**src/rtl/arith_seq_ctrl_if.sv**
```systemverilog
// Request/issue/result bundle between the arithmetic-pipeline sequencer,
// its two requesters (routing job and GeLU stream) and the pipeline itself.
interface arith_seq_ctrl_if #(
    parameter int DW = 16
);
    logic [3:0]    cfg_k;
    logic          score_valid;
    logic          score_ready;
    logic [DW-1:0] score_data;
    logic          agg_valid;
    logic          agg_ready;
    logic [DW-1:0] agg_data;
    logic [DW-1:0] agg_psum;
    logic          agg_last;
    logic          gelu_valid;
    logic          gelu_ready;
    logic [DW-1:0] gelu_data;
    logic          pipe_in_valid;
    logic [DW-1:0] pipe_in_data;
    logic [DW-1:0] pipe_in_psum;
    logic [1:0]    pipe_in_mode;
    logic          pipe_out_valid;
    logic [DW-1:0] pipe_out_data;
    logic          res_valid;
    logic [DW-1:0] res_data;
    logic          res_kind;
    logic          busy;
    logic          job_done;

    // Sequencer side
    modport slave (
        input  cfg_k, score_valid, score_data,
        input  agg_valid, agg_data, agg_psum, agg_last,
        input  gelu_valid, gelu_data,
        input  pipe_out_valid, pipe_out_data,
        output score_ready, agg_ready, gelu_ready,
        output pipe_in_valid, pipe_in_data, pipe_in_psum, pipe_in_mode,
        output res_valid, res_data, res_kind, busy, job_done
    );

    // Requester / pipeline side
    modport master (
        output cfg_k, score_valid, score_data,
        output agg_valid, agg_data, agg_psum, agg_last,
        output gelu_valid, gelu_data,
        output pipe_out_valid, pipe_out_data,
        input  score_ready, agg_ready, gelu_ready,
        input  pipe_in_valid, pipe_in_data, pipe_in_psum, pipe_in_mode,
        input  res_valid, res_data, res_kind, busy, job_done
    );
endinterface

```
**src/rtl/arith_seq_ctrl.sv**
```systemverilog
// Sequencer in front of the exp/div/GeLU/AGG pipeline. Serialises routing
// jobs (exp+sum, drain, normalise, aggregate) and GeLU requests onto the
// single pipeline input, and tags results as GeLU (0) or AGG (1).
module arith_seq_ctrl #(
    parameter int K_MAX    = 8,
    parameter int DW       = 16,
    parameter int DRAIN    = 4,
    parameter int PIPE_LAT = 2
) (
    input logic            clk,
    input logic            rst_n,
    arith_seq_ctrl_if.slave bus
);
    localparam int IW  = (K_MAX > 1) ? $clog2(K_MAX) : 1;
    localparam int DCW = (DRAIN > 1) ? $clog2(DRAIN) : 1;

    typedef enum logic [2:0] {
        S_IDLE,
        S_LOAD,
        S_EXP,
        S_EDRAIN,
        S_DIV,
        S_AGG
    } state_t;

    state_t                state_q;
    logic [3:0]            k_q;
    logic [3:0]            ld_cnt_q;
    logic [3:0]            iss_cnt_q;
    logic [DCW-1:0]        drain_cnt_q;
    logic                  last_gelu_q;
    logic                  job_done_q;
    logic [DW-1:0]         score_buf_q [K_MAX];
    logic [PIPE_LAT-1:0]   tag_iss_q;
    logic [PIPE_LAT-1:0]   tag_kind_q;

    logic                  gelu_win;
    logic                  job_win;
    logic                  score_acc;
    logic                  agg_acc;
    logic                  last_iss;
    logic [3:0]            k_start;
    logic                  iss_valid;
    logic [1:0]            iss_mode;
    logic [DW-1:0]         iss_data;
    logic [DW-1:0]         iss_psum;

    // Arbitration: on contention the winner alternates via last_gelu_q.
    assign gelu_win  = (state_q == S_IDLE) && bus.gelu_valid && !(bus.score_valid && last_gelu_q);
    assign job_win   = (state_q == S_IDLE) && bus.score_valid && !gelu_win;
    assign score_acc = (state_q == S_LOAD) && bus.score_valid;
    assign agg_acc   = (state_q == S_AGG) && bus.agg_valid;
    assign last_iss  = (iss_cnt_q == k_q - 4'd1);
    assign k_start   = ((bus.cfg_k == 4'd0) || (bus.cfg_k > 4'(K_MAX))) ? 4'(K_MAX) : bus.cfg_k;

    // Pipeline issue mux; bus is held at zero when nothing is issued.
    always_comb begin
        iss_valid = 1'b0;
        iss_mode  = 2'd0;
        iss_data  = '0;
        iss_psum  = '0;
        case (state_q)
            S_IDLE: if (gelu_win) begin
                iss_valid = 1'b1;
                iss_mode  = 2'd2;
                iss_data  = bus.gelu_data;
            end
            S_EXP: begin
                iss_valid = 1'b1;
                iss_mode  = 2'd0;
                iss_data  = score_buf_q[iss_cnt_q[IW-1:0]];
            end
            S_DIV: begin
                iss_valid = 1'b1;
                iss_mode  = 2'd1;
                iss_data  = score_buf_q[iss_cnt_q[IW-1:0]];
            end
            S_AGG: if (agg_acc) begin
                iss_valid = 1'b1;
                iss_mode  = 2'd3;
                iss_data  = bus.agg_data;
                iss_psum  = bus.agg_psum;
            end
            default: ;
        endcase
    end

    // Job sequencing FSM: load scores, exp burst, drain, div burst, aggregate.
    always_ff @(posedge clk) begin
        if (!rst_n) begin
            state_q     <= S_IDLE;
            k_q         <= '0;
            ld_cnt_q    <= '0;
            iss_cnt_q   <= '0;
            drain_cnt_q <= '0;
            last_gelu_q <= 1'b0;
            job_done_q  <= 1'b0;
            score_buf_q <= '{default: '0};
        end else begin
            job_done_q <= 1'b0;
            case (state_q)
                S_IDLE: begin
                    if (gelu_win) begin
                        last_gelu_q <= 1'b1;
                    end else if (job_win) begin
                        k_q         <= k_start;
                        last_gelu_q <= 1'b0;
                        ld_cnt_q    <= '0;
                        state_q     <= S_LOAD;
                    end
                end
                S_LOAD: begin
                    if (score_acc) begin
                        score_buf_q[ld_cnt_q[IW-1:0]] <= bus.score_data;
                        if (ld_cnt_q == k_q - 4'd1) begin
                            iss_cnt_q <= '0;
                            state_q   <= S_EXP;
                        end else begin
                            ld_cnt_q <= ld_cnt_q + 4'd1;
                        end
                    end
                end
                S_EXP: begin
                    if (last_iss) begin
                        drain_cnt_q <= '0;
                        state_q     <= S_EDRAIN;
                    end else begin
                        iss_cnt_q <= iss_cnt_q + 4'd1;
                    end
                end
                S_EDRAIN: begin
                    if (drain_cnt_q == DCW'(DRAIN - 1)) begin
                        iss_cnt_q <= '0;
                        state_q   <= S_DIV;
                    end else begin
                        drain_cnt_q <= drain_cnt_q + 1'b1;
                    end
                end
                S_DIV: begin
                    if (last_iss) begin
                        state_q <= S_AGG;
                    end else begin
                        iss_cnt_q <= iss_cnt_q + 4'd1;
                    end
                end
                S_AGG: begin
                    if (agg_acc && bus.agg_last) begin
                        job_done_q <= 1'b1;
                        state_q    <= S_IDLE;
                    end
                end
                default: state_q <= S_IDLE;
            endcase
        end
    end

    // Result tag shift register: {issued, kind} aligned to the pipeline latency.
    always_ff @(posedge clk) begin
        if (!rst_n) begin
            tag_iss_q  <= '0;
            tag_kind_q <= '0;
        end else begin
            tag_iss_q  <= PIPE_LAT'({tag_iss_q, iss_valid && iss_mode[1]});
            tag_kind_q <= PIPE_LAT'({tag_kind_q, iss_valid && (iss_mode == 2'd3)});
        end
    end

    assign bus.score_ready   = (state_q == S_LOAD);
    assign bus.agg_ready     = (state_q == S_AGG);
    assign bus.gelu_ready    = gelu_win;
    assign bus.pipe_in_valid = iss_valid;
    assign bus.pipe_in_mode  = iss_mode;
    assign bus.pipe_in_data  = iss_data;
    assign bus.pipe_in_psum  = iss_psum;
    assign bus.res_valid     = bus.pipe_out_valid && tag_iss_q[PIPE_LAT-1];
    assign bus.res_kind      = tag_kind_q[PIPE_LAT-1];
    assign bus.res_data      = bus.pipe_out_data;
    assign bus.busy          = (state_q != S_IDLE);
    assign bus.job_done      = job_done_q;

endmodule

```
**src/flat_wrapper.sv**
```systemverilog
// flat-port wrapper written by rule: the top's interface ports become plain ports
module arith_seq_ctrl_flat 
#(
    parameter int K_MAX    = 8,
    parameter int DW       = 16,
    parameter int DRAIN    = 4,
    parameter int PIPE_LAT = 2
)
  (clk, rst_n, bus_cfg_k, bus_score_valid, bus_score_data, bus_agg_valid, bus_agg_data, bus_agg_psum, bus_agg_last, bus_gelu_valid, bus_gelu_data, bus_pipe_out_valid, bus_pipe_out_data, bus_score_ready, bus_agg_ready, bus_gelu_ready, bus_pipe_in_valid, bus_pipe_in_data, bus_pipe_in_psum, bus_pipe_in_mode, bus_res_valid, bus_res_data, bus_res_kind, bus_busy, bus_job_done);
  arith_seq_ctrl_if #(.DW(DW)) bus_i ();
  input logic clk;
  input logic rst_n;
  input wire logic [$bits(bus_i.cfg_k)-1:0] bus_cfg_k;
  input wire logic [$bits(bus_i.score_valid)-1:0] bus_score_valid;
  input wire logic [$bits(bus_i.score_data)-1:0] bus_score_data;
  input wire logic [$bits(bus_i.agg_valid)-1:0] bus_agg_valid;
  input wire logic [$bits(bus_i.agg_data)-1:0] bus_agg_data;
  input wire logic [$bits(bus_i.agg_psum)-1:0] bus_agg_psum;
  input wire logic [$bits(bus_i.agg_last)-1:0] bus_agg_last;
  input wire logic [$bits(bus_i.gelu_valid)-1:0] bus_gelu_valid;
  input wire logic [$bits(bus_i.gelu_data)-1:0] bus_gelu_data;
  input wire logic [$bits(bus_i.pipe_out_valid)-1:0] bus_pipe_out_valid;
  input wire logic [$bits(bus_i.pipe_out_data)-1:0] bus_pipe_out_data;
  output wire logic [$bits(bus_i.score_ready)-1:0] bus_score_ready;
  output wire logic [$bits(bus_i.agg_ready)-1:0] bus_agg_ready;
  output wire logic [$bits(bus_i.gelu_ready)-1:0] bus_gelu_ready;
  output wire logic [$bits(bus_i.pipe_in_valid)-1:0] bus_pipe_in_valid;
  output wire logic [$bits(bus_i.pipe_in_data)-1:0] bus_pipe_in_data;
  output wire logic [$bits(bus_i.pipe_in_psum)-1:0] bus_pipe_in_psum;
  output wire logic [$bits(bus_i.pipe_in_mode)-1:0] bus_pipe_in_mode;
  output wire logic [$bits(bus_i.res_valid)-1:0] bus_res_valid;
  output wire logic [$bits(bus_i.res_data)-1:0] bus_res_data;
  output wire logic [$bits(bus_i.res_kind)-1:0] bus_res_kind;
  output wire logic [$bits(bus_i.busy)-1:0] bus_busy;
  output wire logic [$bits(bus_i.job_done)-1:0] bus_job_done;
  assign bus_i.cfg_k = bus_cfg_k;
  assign bus_i.score_valid = bus_score_valid;
  assign bus_i.score_data = bus_score_data;
  assign bus_i.agg_valid = bus_agg_valid;
  assign bus_i.agg_data = bus_agg_data;
  assign bus_i.agg_psum = bus_agg_psum;
  assign bus_i.agg_last = bus_agg_last;
  assign bus_i.gelu_valid = bus_gelu_valid;
  assign bus_i.gelu_data = bus_gelu_data;
  assign bus_i.pipe_out_valid = bus_pipe_out_valid;
  assign bus_i.pipe_out_data = bus_pipe_out_data;
  assign bus_score_ready = bus_i.score_ready;
  assign bus_agg_ready = bus_i.agg_ready;
  assign bus_gelu_ready = bus_i.gelu_ready;
  assign bus_pipe_in_valid = bus_i.pipe_in_valid;
  assign bus_pipe_in_data = bus_i.pipe_in_data;
  assign bus_pipe_in_psum = bus_i.pipe_in_psum;
  assign bus_pipe_in_mode = bus_i.pipe_in_mode;
  assign bus_res_valid = bus_i.res_valid;
  assign bus_res_data = bus_i.res_data;
  assign bus_res_kind = bus_i.res_kind;
  assign bus_busy = bus_i.busy;
  assign bus_job_done = bus_i.job_done;
  arith_seq_ctrl #(.K_MAX(K_MAX), .DW(DW), .DRAIN(DRAIN), .PIPE_LAT(PIPE_LAT)) u_core (.clk(clk), .rst_n(rst_n), .bus(bus_i));
endmodule
```
**config.mk**
```make
export PLATFORM = sky130hd
export DESIGN_NAME = arith_seq_ctrl_flat
export DESIGN_NICKNAME = d
export VERILOG_FILES = /design/src/rtl/arith_seq_ctrl_if.sv /design/src/rtl/arith_seq_ctrl.sv /design/src/flat_wrapper.sv
export SDC_FILE = /design/constraint.sdc
export NUM_CORES = 1
export LEC_CHECK = 0
export BUFFER_PORTS_ARGS = -buffer_cell sky130_fd_sc_hd__buf_2
export CAP_MARGIN = 10
export CORE_ASPECT_RATIO = 0.9
export CORE_MARGIN = 2
export CORE_UTILIZATION = 40
export DETAILED_ROUTE_END_ITERATION = 10
export SYNTH_ARGS = -nofsm -noshare
export SYNTH_HDL_FRONTEND = slang
export SYNTH_SLANG_ARGS = --single-unit
```
**constraint.sdc**
```tcl
create_clock -name clk -period 4.1 [get_ports clk]
set_input_delay 0.615 -clock clk [delete_from_list [all_inputs] [get_ports clk]]
set_output_delay 0.615 -clock clk [all_outputs]
set_load 0.1 [all_outputs]
```
==> run summary, run 1 <==
Synth top area cells = dfxtp_1 (41%), mux2i_1 (18%), mux4_2 (9.8%), nor2_1 (6.5%), nand2_1 (2.4%)
Top_reg_cell synth = dfxtp_1
Buf/Inv on CP = 1
Max Fanout on Critical Path = 18
Slew HR = 0.259
Post-synth top area share = 0.412
Reg2reg path depth = 5
Vias post-DR = 5477
Flop-to-flop setup slack = 1710 ps
Cell area after synthesis = 7330 µm²
Crit-path leading delay family = simple AND/OR/NAND/NOR gates
DR DRC count = 0
Period minus WS final = 3480 ps
Initial Util = 0.412
Average cell area after synthesis = 9.84 µm²
Diode count = 0
Initial antenna violation count = 1
Multi-input gate area = 3840 µm²
Number of global-route vias before repair = 5231
Setup TNS = 0 ps
Pleak = 3.50 nW
Max-cap check violation count = 0
Slowest Stage Delay on Critical Path = 810 ps
Synth Net Count = 840
Final period util = 0.850
Outcome = complete, no violations
Synth area leader = dfxtp_1
# clock sinks = 151
Nets = 906
Starting DRT DRC Count = 400
Gpl congestion = 0.774
Synth warn = 0
Post-route ant nets = 0
I/O Pins = 149
Clk slew on worst S/H paths = 60 ps
Number of CTS-inserted buffers = 17
Kind of critical path = flop to primary output
Die area = 19400 µm²
Sequential share of the synthesized area = 0.412
Worst VDD drop = 0.000205 V
Nature of the critical path endpoint = primary output
Core area = 17800 µm²
Slowest cell on the critical path = and3_1
Startpoint class of the critical path = flop
P per Cell Area = 529 nW/µm²
Crit path launch = u_core.state_q[0]
Fin. Hold Viols = 0
Routed wire length = 17900 µm
Tightest Hold Check Type = flop to flop
Post-cts repair resize count = 0
Fill cell count = 1675
Max Slew Vio Count = 0
CP arrival = 2870 ps
Die Wd = 147 µm
Synth Register Bits = 151
Postcts setup bufs = 0
Number of flops mapped to enable cells by yosys = 0
Clk_lat worst skew = 420 ps
Share of flip-flops with an asynchronous set or reset = 0
Largest net degree at the start of global routing = 74
Slew @ Worst Pin = 1110 ps
Max Clock Freq = 287 MHz
Crit path depth = 5
CTS tree = yes
Area Growth Syn to Fin = 16.4%
H-tree levels = 4
Post-synth cell types = 54
CP Capture Point = bus_pipe_in_data[9]
Vias per cell = 5.15
Worst Path Required = 3480 ps
Worst hold slack = 431 ps
R2r startpoint = u_core.state_q[0]
Worst clock skew = 6.44 ps
Overall routing resource usage = 0.186
Pre-Repair DR Iteration Count = 4
Die Y = 132 µm
Port buffer count = 116
CTS hold repair buffers = 0
Final Util = 0.480
Global-route wire length before repair = 28200 µm
Grt total ovfl = 0
Cell Chain, Critical Path = nor3_1 -> and3_1 -> a22oi_1 -> o21ai_0 -> buf_2
Reg2reg end = u_core.score_buf_q[55]
Root buf cell = clkbuf_16
Unrepaired setup endpoints after global routing = no
Wire per inst = 16.8 µm
Register Area = 3030 µm²
Hpwl dp = 11500 µm
Share of cells above drive strength 1 = 0.250
CTS Buffer Depth = 2
Endpoints failing setup = 0
# rows = 46
Synth Instances = 745
[how the worst min path moves through the flow]
stage / from / slack [ps] / depth (start not counted) / end
global placement: u_core.tag_kind_q[0] / 420 / 1 / u_core.tag_kind_q[1]
global route: u_core.tag_iss_q[0] / 450 / 1 / u_core.tag_iss_q[1]
finish: u_core.tag_iss_q[0] / 430 / 1 / u_core.tag_iss_q[1]
CTS: u_core.tag_kind_q[0] / 430 / 1 / u_core.tag_kind_q[1]
detailed placement: u_core.tag_kind_q[0] / 420 / 1 / u_core.tag_kind_q[1]
floorplan: u_core.tag_iss_q[0] / 410 / 1 / u_core.tag_iss_q[1]
[layer usage]
layer	track usage	part of all wire	vias up
li1	-	-	2708
met1	0.240	0.46	2613
met2	0.308	0.47	131
met3	0.0476	0.052	23
met4	0.0593	0.014	2
met5	0	0.00061	-
[cells by family (layout without fill, tap and decap cells)]
kind of cell	after synthesis	after routing	synth area share
AO/OA/AOI/OAI	84	84	0.0685
flip-flops	151	151	0.412
buffers and inverters	92	170	0.0657
adder cells (fa/ha/maj)	5	5	0.00820
multiplexers	163	163	0.277
XOR/XNOR	10	10	0.0159
AND/OR/NAND/NOR	240	240	0.152
[placed cells by master, fill, tap and decap left out, types with 5 or more instances in the layout]
master	n
and2_1	20
nand2_1	46
a21oi_1	29
inv_1	8
o21ai_0	16
nor2_1	126
a22oi_1	17
a31oi_1	5
nand3_1	13
xnor2_1	5
mux4_2	32
buf_2	116
buf_4	11
nor3_1	5
dfxtp_1	149
o21ai_1	5
mux2i_1	130
clkbuf_16	17
[layout make-up]
| type | count | area share |
|---|---|---|
| tap | 240 | 0.0352 |
| timing repair buffer | 129 | 0.0824 |
| sequential | 151 | 0.355 |
| clock buffer | 22 | 0.0568 |
| multi-input combinational | 502 | 0.450 |
| clock inverter | 9 | 0.0166 |
| inverter | 10 | 0.00469 |
[sequential cells by signal (all words and copies together) (netlist names)]
| name | count |
|---|---|
| u_core.k_q | 4 |
| u_core.ld_cnt_q | 4 |
| u_core.tag_iss_q | 2 |
| u_core.iss_cnt_q | 4 |
| u_core.tag_kind_q | 2 |
| u_core.drain_cnt_q | 2 |
| u_core.bus.job_done | 1 |
| u_core.last_gelu_q | 1 |
| u_core.score_buf_q | 128 |
| u_core.state_q | 3 |
[per-stage QoR]
stage                     cell area [µm²]  setup slack (ps)  instances  total power [mW]
after global routing                 8530               347       1063              4.71
after global placement               7910              1160       1032              2.91
after floorplan                      7330              26.4        745              2.74
after CTS                            8530               616       1063              4.56
final                                8530               617       1063              4.52
after detailed placement             7910              1100       1032              2.90
[synth_stat cells (all sizes together), types with 2 or more instances]
master  count
dfxtp     151
mux2i     130
nor2      128
buf        49
nand2      46
clkbuf     33
mux4       32
a21oi      29
o21ai      21
and2       20
a22oi      17
nand3      13
inv         9
nor3        9
a31oi       5
nor3b       5
xnor2       5
ha          4
nand2b      4
and3        3
nor2b       3
o22ai       3
xor2        3
a211oi      2
nand4b      2
or3         2
[report_power, final]
group | switching, mW | internal (mW) | total (mW)
Clock | 0.618 | 1.02 | 1.64
Sequential | 0.0793 | 1.52 | 1.60
Combinational | 0.926 | 0.345 | 1.27
Total | 1.62 | 2.89 | 4.52
(Power assumes the default switching activity.)
==> run 2, diff against run 1 <==
- clock period: 4.1 -> 2.8 ns (I/O delays scaled with it)
==> run 2 against run 1 <==
Non-clock buffer count increased by 14; via count increased by 2.8%; sequential share of layout area decreased by 2.4 points; critical endpoint is now bus_pipe_in_data[8]; cell area increased by 7.3%; largest power group is now sequential cells.
==> run summary, run 2 (synthesized netlist as in run 1, its figures left out) <==
Vias post-DR = 5631 (was 5477)
Endpoints failing setup = 0 (unchanged)
Clk slew on worst S/H paths = 60 ps (about the same)
Number of CTS-inserted buffers = 17 (unchanged)
Max Slew Vio Count = 0 (unchanged)
Grt total ovfl = 0 (unchanged)
# clock sinks = 151 (unchanged)
Root buf cell = clkbuf_16 (unchanged)
Routed wire length = 18500 µm (was 17900 µm)
Crit path launch = u_core.iss_cnt_q[1] (was u_core.state_q[0])
Initial antenna violation count = 1 (unchanged)
Design Area, Final = 9150 µm² (was 8530 µm²)
Slowest Stage Delay on Critical Path = 630 ps (was 810 ps)
Wire per inst = 17.2 µm (was 16.8 µm)
Slowest cell on the critical path = dfxtp_1 (was and3_1)
Placed Area = 8590 µm² (was 7910 µm²)
Final period util = 0.970
Vias per cell = 5.22 (was 5.15)
Pre-Repair DR Iteration Count = 5 (was 4)
Overall routing resource usage = 0.195 (was 0.186)
Die Y = 132 µm (unchanged)
Share of cells above drive strength 1 = 0.276 (was 0.250)
Period minus WS final = 2720 ps
Commonest non-fill, non-tap cell in the layout = dfxtp_1 (unchanged)
Diode count = 0 (unchanged)
Post-route ant nets = 0 (unchanged)
Nets = 920 (was 906)
Most frequent cells in the layout = dfxtp_1 (149), mux2i_1 (130), nor2_1 (127) (was dfxtp_1 (149), mux2i_1 (130), nor2_1 (126))
Area Growth Syn to Fin = 24.9% (was 16.4%)
Worst Path Required = 2380 ps (was 3480 ps)
Max reg flops = 128 (unchanged)
CTS hold repair buffers = 0 (unchanged)
DR DRC count = 0 (unchanged)
Max Clock Freq = 368 MHz
Overall Power = 6.77 mW (was 4.52 mW)
Die area = 19400 µm² (unchanged)
Fin. Hold Viols = 0 (unchanged)
Post-route setup slack = 84.5 ps (was 617 ps)
R2r startpoint = u_core.k_q[0] (was u_core.state_q[0])
Gpl congestion = 0.788 (was 0.774)
Outcome = complete, no violations (unchanged)
CTS tree = yes (unchanged)
Startpoint class of the critical path = flop (unchanged)
Hpwl dp = 12200 µm (was 11500 µm)
Worst VDD drop = 0.000427 V (was 0.000205 V)
Global-route wire length before repair = 29900 µm (was 28200 µm)
Kind of critical path = flop to primary output (unchanged)
Slew @ Worst Pin = 517 ps (was 1110 ps)
Buf/Inv on CP = 2 (was 1)
Core area = 17800 µm² (unchanged)
Hold Crit Start = bus_agg_last (was u_core.tag_iss_q[0])
Slew HR = 0.655 (was 0.259)
Largest register by flop count = u_core.score_buf_q (unchanged)
Crit-path leading delay family = flip-flops (was simple AND/OR/NAND/NOR gates)
Largest net degree at the start of global routing = 73 (was 74)
Max-cap check violation count = 0 (unchanged)
Pre-CTS WS = 489 ps (was 1100 ps)
Final Util = 0.515 (was 0.480)
P per Cell Area = 740 nW/µm² (was 529 nW/µm²)
Initial Util = 0.412 (unchanged)
H-tree levels = 4 (unchanged)
# rows = 46 (unchanged)
CP arrival = 2300 ps (was 2870 ps)
Cell Chain, Critical Path = buf_4 -> mux4_2 -> mux2i_1 -> o21ai_2 -> buf_12 (was nor3_1 -> and3_1 -> a22oi_1 -> o21ai_0 -> buf_2)
Port buffer count = 116 (unchanged)
Setup TNS = 0 ps (unchanged)
Starting DRT DRC Count = 383 (was 400)
Clk_lat worst skew = 430 ps (was 420 ps)
I/O Pins = 149 (unchanged)
Unrepaired setup endpoints after global routing = no (unchanged)
CTS Buffer Depth = 2 (unchanged)
Tightest Hold Check Type = input port to flop (was flop to flop)
Worst clock skew = 9.67 ps (was 6.44 ps)
Pleak = 3.66 nW (was 3.50 nW)
Number of global-route vias before repair = 5476 (was 5231)
Max Fanout on Critical Path = 14 (was 18)
Nature of the critical path endpoint = primary output (unchanged)
Die Wd = 147 µm (unchanged)
==> run 2: cell types whose count changed in the layout (fill, tap and decap cells not counted), sizes merged <==
cell / previous run / this run
inv: 11 / 13
buf: 129 / 143
clkinvlp: 1 / 2
bufinv: 3 / 1
==> run 2: per-stage QoR <==
stage	std cells	hold slack, ps
2_1_floorplan	745	412
3_3_place_gp	1046	418
3_5_place_dp	1046	422
4_1_cts	1078	241
5_1_grt	1078	256
6_report	1078	258
==> run 2: timing repair <==
item | CTS | global route
hold endpoints to repair | 0 | 0
setup buffers | 0 | 0
endpoints found under the setup margin | 0 | 11
gates resized for setup | 0 | 3
==> run 2: per-layer routing <==
layer	vias up	GRT usage	routed length, µm
li1	2739	-	-
met1	2728	0.268	8780
met2	134	0.306	8520
met3	28	0.0472	932
met4	2	0.0604	273
met5	-	0	16
==> run 2: final timing paths <==
kind | to | slack, ps | depth (start not counted)
setup / recovery | bus_pipe_in_data[8] | 80 | 5
hold / removal | u_core.bus.job_done | 260 | 2
setup reg to reg | u_core.iss_cnt_q[0] | 510 | 7
hold reg to reg | u_core.tag_iss_q[1] | 430 | 1
==> run 2: final cells by class <==
type | instances | area (µm²)
flip-flops and latches | 151 | 3030
fillers | 1614 | 8630
repair buffers | 143 | 1340
well taps | 240 | 300
clock buffers | 22 | 464
clock inverters | 10 | 95.1
inverters | 10 | 40.0
multi-input cells | 502 | 3880
==> run 2: worst reg2reg max path, cell delays in order (launching register included) <==
cell,delay (ps)
dfxtp_1,420
inv_1,70
ha_1,330
xnor2_1,140
nor3_1,320
nand4b_1,220
a22oi_1,450
o21ai_0,200
==> run 2: power by group <==
part / switching, mW / leakage, nW / total [mW] / internal (mW)
logic: 1.45 / 2.17 / 2.23 / 0.786
clock network: 0.919 / 0.271 / 2.19 / 1.27
registers: 0.118 / 1.22 / 2.35 / 2.23
total: 2.48 / 3.66 / 6.77 / 4.29
==> run 3, diff against run 2 <==
- CORE_UTILIZATION: 40 -> 50
- PLACE_DENSITY: unset -> 0.77
==> run 3 against run 2 <==
Final cell count is 4.4% lower; worst setup slack better by 73 ps; hold slack better by 8.2 ps; total power is 2.8% higher; sequential power hardly changed; clock skew is 3.0 ps lower; register-to-register slack better by 50 ps; die area is 19% lower; via count is 1.6% higher; utilization is 13 points higher; fmax is 2.8% higher.
==> run summary, run 3 (synthesized netlist as in run 1, its figures left out) <==
Initial antenna violation count = 2 (was 1)
Hold Crit Start = bus_agg_last (unchanged)
Worst hold slack = 266 ps (was 258 ps)
Clk_lat worst skew = 430 ps (about the same)
Max Fanout on Critical Path = 9 (was 14)
Largest net degree at the start of global routing = 79 (was 73)
Max Clock Freq = 378 MHz (was 368 MHz)
Max-cap check violation count = 0 (unchanged)
Multi-input gate area = 3890 µm² (was 3880 µm²)
Final period util = 0.944 (was 0.970)
# rows = 41 (was 46)
Unrepaired setup endpoints after global routing = no (unchanged)
Die Y = 119 µm (was 132 µm)
Kind of critical path = flop to primary output (unchanged)
Crit path launch = u_core.iss_cnt_q[0] (was u_core.iss_cnt_q[1])
Endpoints failing setup = 0 (unchanged)
Die Wd = 132 µm (was 147 µm)
H-tree levels = 4 (unchanged)
Startpoint class of the critical path = flop (unchanged)
Pre-CTS WS = 445 ps (was 489 ps)
Vias per cell = 5.55 (was 5.22)
Tightest Hold Check Type = input port to flop (unchanged)
Seq pwr share = 0.338 (was 0.347)
Register Area = 3030 µm² (unchanged)
Slew HR = 0.555 (was 0.655)
Worst VDD drop = 0.000550 V (was 0.000427 V)
Worst Path Required = 2380 ps (about the same)
Routed wire length = 18000 µm (was 18500 µm)
Number of CTS-inserted buffers = 17 (unchanged)
Combinational share of power = 0.318 (was 0.329)
Port buffer count = 116 (unchanged)
Post-route ant nets = 0 (unchanged)
Nature of the critical path endpoint = primary output (unchanged)
P per Cell Area = 764 nW/µm² (was 740 nW/µm²)
Fill cell count = 1081 (was 1614)
Number of global-route vias before repair = 5550 (was 5476)
Pleak = 3.68 nW (was 3.66 nW)
Pint = 4.53 mW (was 4.29 mW)
Switch share = 0.350 (was 0.366)
# clock sinks = 151 (unchanged)
Post-route setup slack = 157 ps (was 84.5 ps)
Setup TNS = 0 ps (unchanged)
Pre-Repair DR Iteration Count = 5 (unchanged)
Net Sw Power = 2.44 mW (was 2.48 mW)
Starting DRT DRC Count = 387 (was 383)
Gpl congestion = 0.784 (was 0.788)
Period minus WS final = 2640 ps (was 2720 ps)
Max Slew Vio Count = 0 (unchanged)
Share of cells above drive strength 1 = 0.275 (was 0.276)
Slew @ Worst Pin = 667 ps (was 517 ps)
CP arrival = 2220 ps (was 2300 ps)
Commonest non-fill, non-tap cell in the layout = dfxtp_1 (unchanged)
Nets = 918 (was 920)
Most frequent cells in the layout = dfxtp_1 (149), mux2i_1 (130), nor2_1 (127) (unchanged)
Global-route wire length before repair = 29000 µm (was 29900 µm)
Outcome = complete, no violations (unchanged)
Postcts setup bufs = 0 (unchanged)
Root buf cell = clkbuf_16 (unchanged)
Clk network pwr share = 0.345 (was 0.324)
Core area = 14200 µm² (was 17800 µm²)
CTS tree = yes (unchanged)
CTS Buffer Depth = 2 (unchanged)
CTS hold repair buffers = 0 (unchanged)
Overall routing resource usage = 0.235 (was 0.195)
Grt total ovfl = 0 (unchanged)
DR DRC count = 0 (unchanged)
Worst clock skew = 6.72 ps (was 9.67 ps)
Largest register by flop count = u_core.score_buf_q (unchanged)
Vias post-DR = 5720 (was 5631)
Clk slew on worst S/H paths = 60 ps (about the same)
Hpwl dp = 11900 µm (was 12200 µm)
Initial Util = 0.518 (was 0.412)
R2r startpoint = u_core.k_q[0] (unchanged)
Die area = 15600 µm² (was 19400 µm²)
Max reg flops = 128 (unchanged)
Wire per inst = 17.4 µm (was 17.2 µm)
I/O Pins = 149 (unchanged)
Post-cts repair resize count = 2 (was 0)
Area Growth Syn to Fin = 24.4% (was 24.9%)
Fin. Hold Viols = 0 (unchanged)
## run 3: worst max-delay path, stage by stage (launching register included)
cell and delay (ps):
dfxtp_4 440, buf_4 220, mux4_2 510, mux2i_1 330
o21ai_2 110, buf_12 180
## run 3: power by group through the flow
| stage | Combinational, mW | Sequential (mW) | Clock (mW) |
|---|---|---|---|
| after floorplan | 1.75 | 2.31 | 0 |
| after global placement | 2.17 | 2.39 | 0 |
| after detailed placement | 2.20 | 2.39 | 0 |
| after CTS | 2.22 | 2.35 | 2.42 |
| after global routing | 2.33 | 2.37 | 2.52 |
| final | 2.21 | 2.35 | 2.40 |
## run 3: cell type report
cell class / instances / area share
Clock buffer: 20 / 0.0490
Timing Repair Buffer: 141 / 0.142
Sequential cell: 151 / 0.332
Clock inverter: 11 / 0.0189
Antenna cell: 3 / 0.000823
Multi-Input combinational cell: 502 / 0.426
Tap cell: 193 / 0.0265
Inverter: 10 / 0.00439
## run 3: final timing paths
| kind | end | slack [ps] | cells after the start |
|---|---|---|---|
| worst min register to register | u_core.tag_kind_q[1] | 440 | 1 |
| worst min-delay path | u_core.bus.job_done | 270 | 2 |
| worst max-delay path | bus_pipe_in_data[7] | 160 | 5 |
| worst max register to register | u_core.state_q[0] | 560 | 7 |
## run 3: per-stage QoR
stage | total power, mW | std cells | area (µm²) | util
floorplan | 4.06 | 745 | 7370 | -
global placement | 4.56 | 997 | 8470 | 0.599
detailed placement | 4.59 | 997 | 8470 | 0.599
CTS | 6.99 | 1028 | 9100 | 0.643
global route | 7.22 | 1028 | 9110 | 0.643
finish | 6.97 | 1031 | 9120 | 0.644
## run 3: per-layer routing
metal,global-route usage,wire length (µm)
met3,0.0719,1180
met1,0.287,7620
met2,0.384,8660
met5,0,0
met4,0.105,501
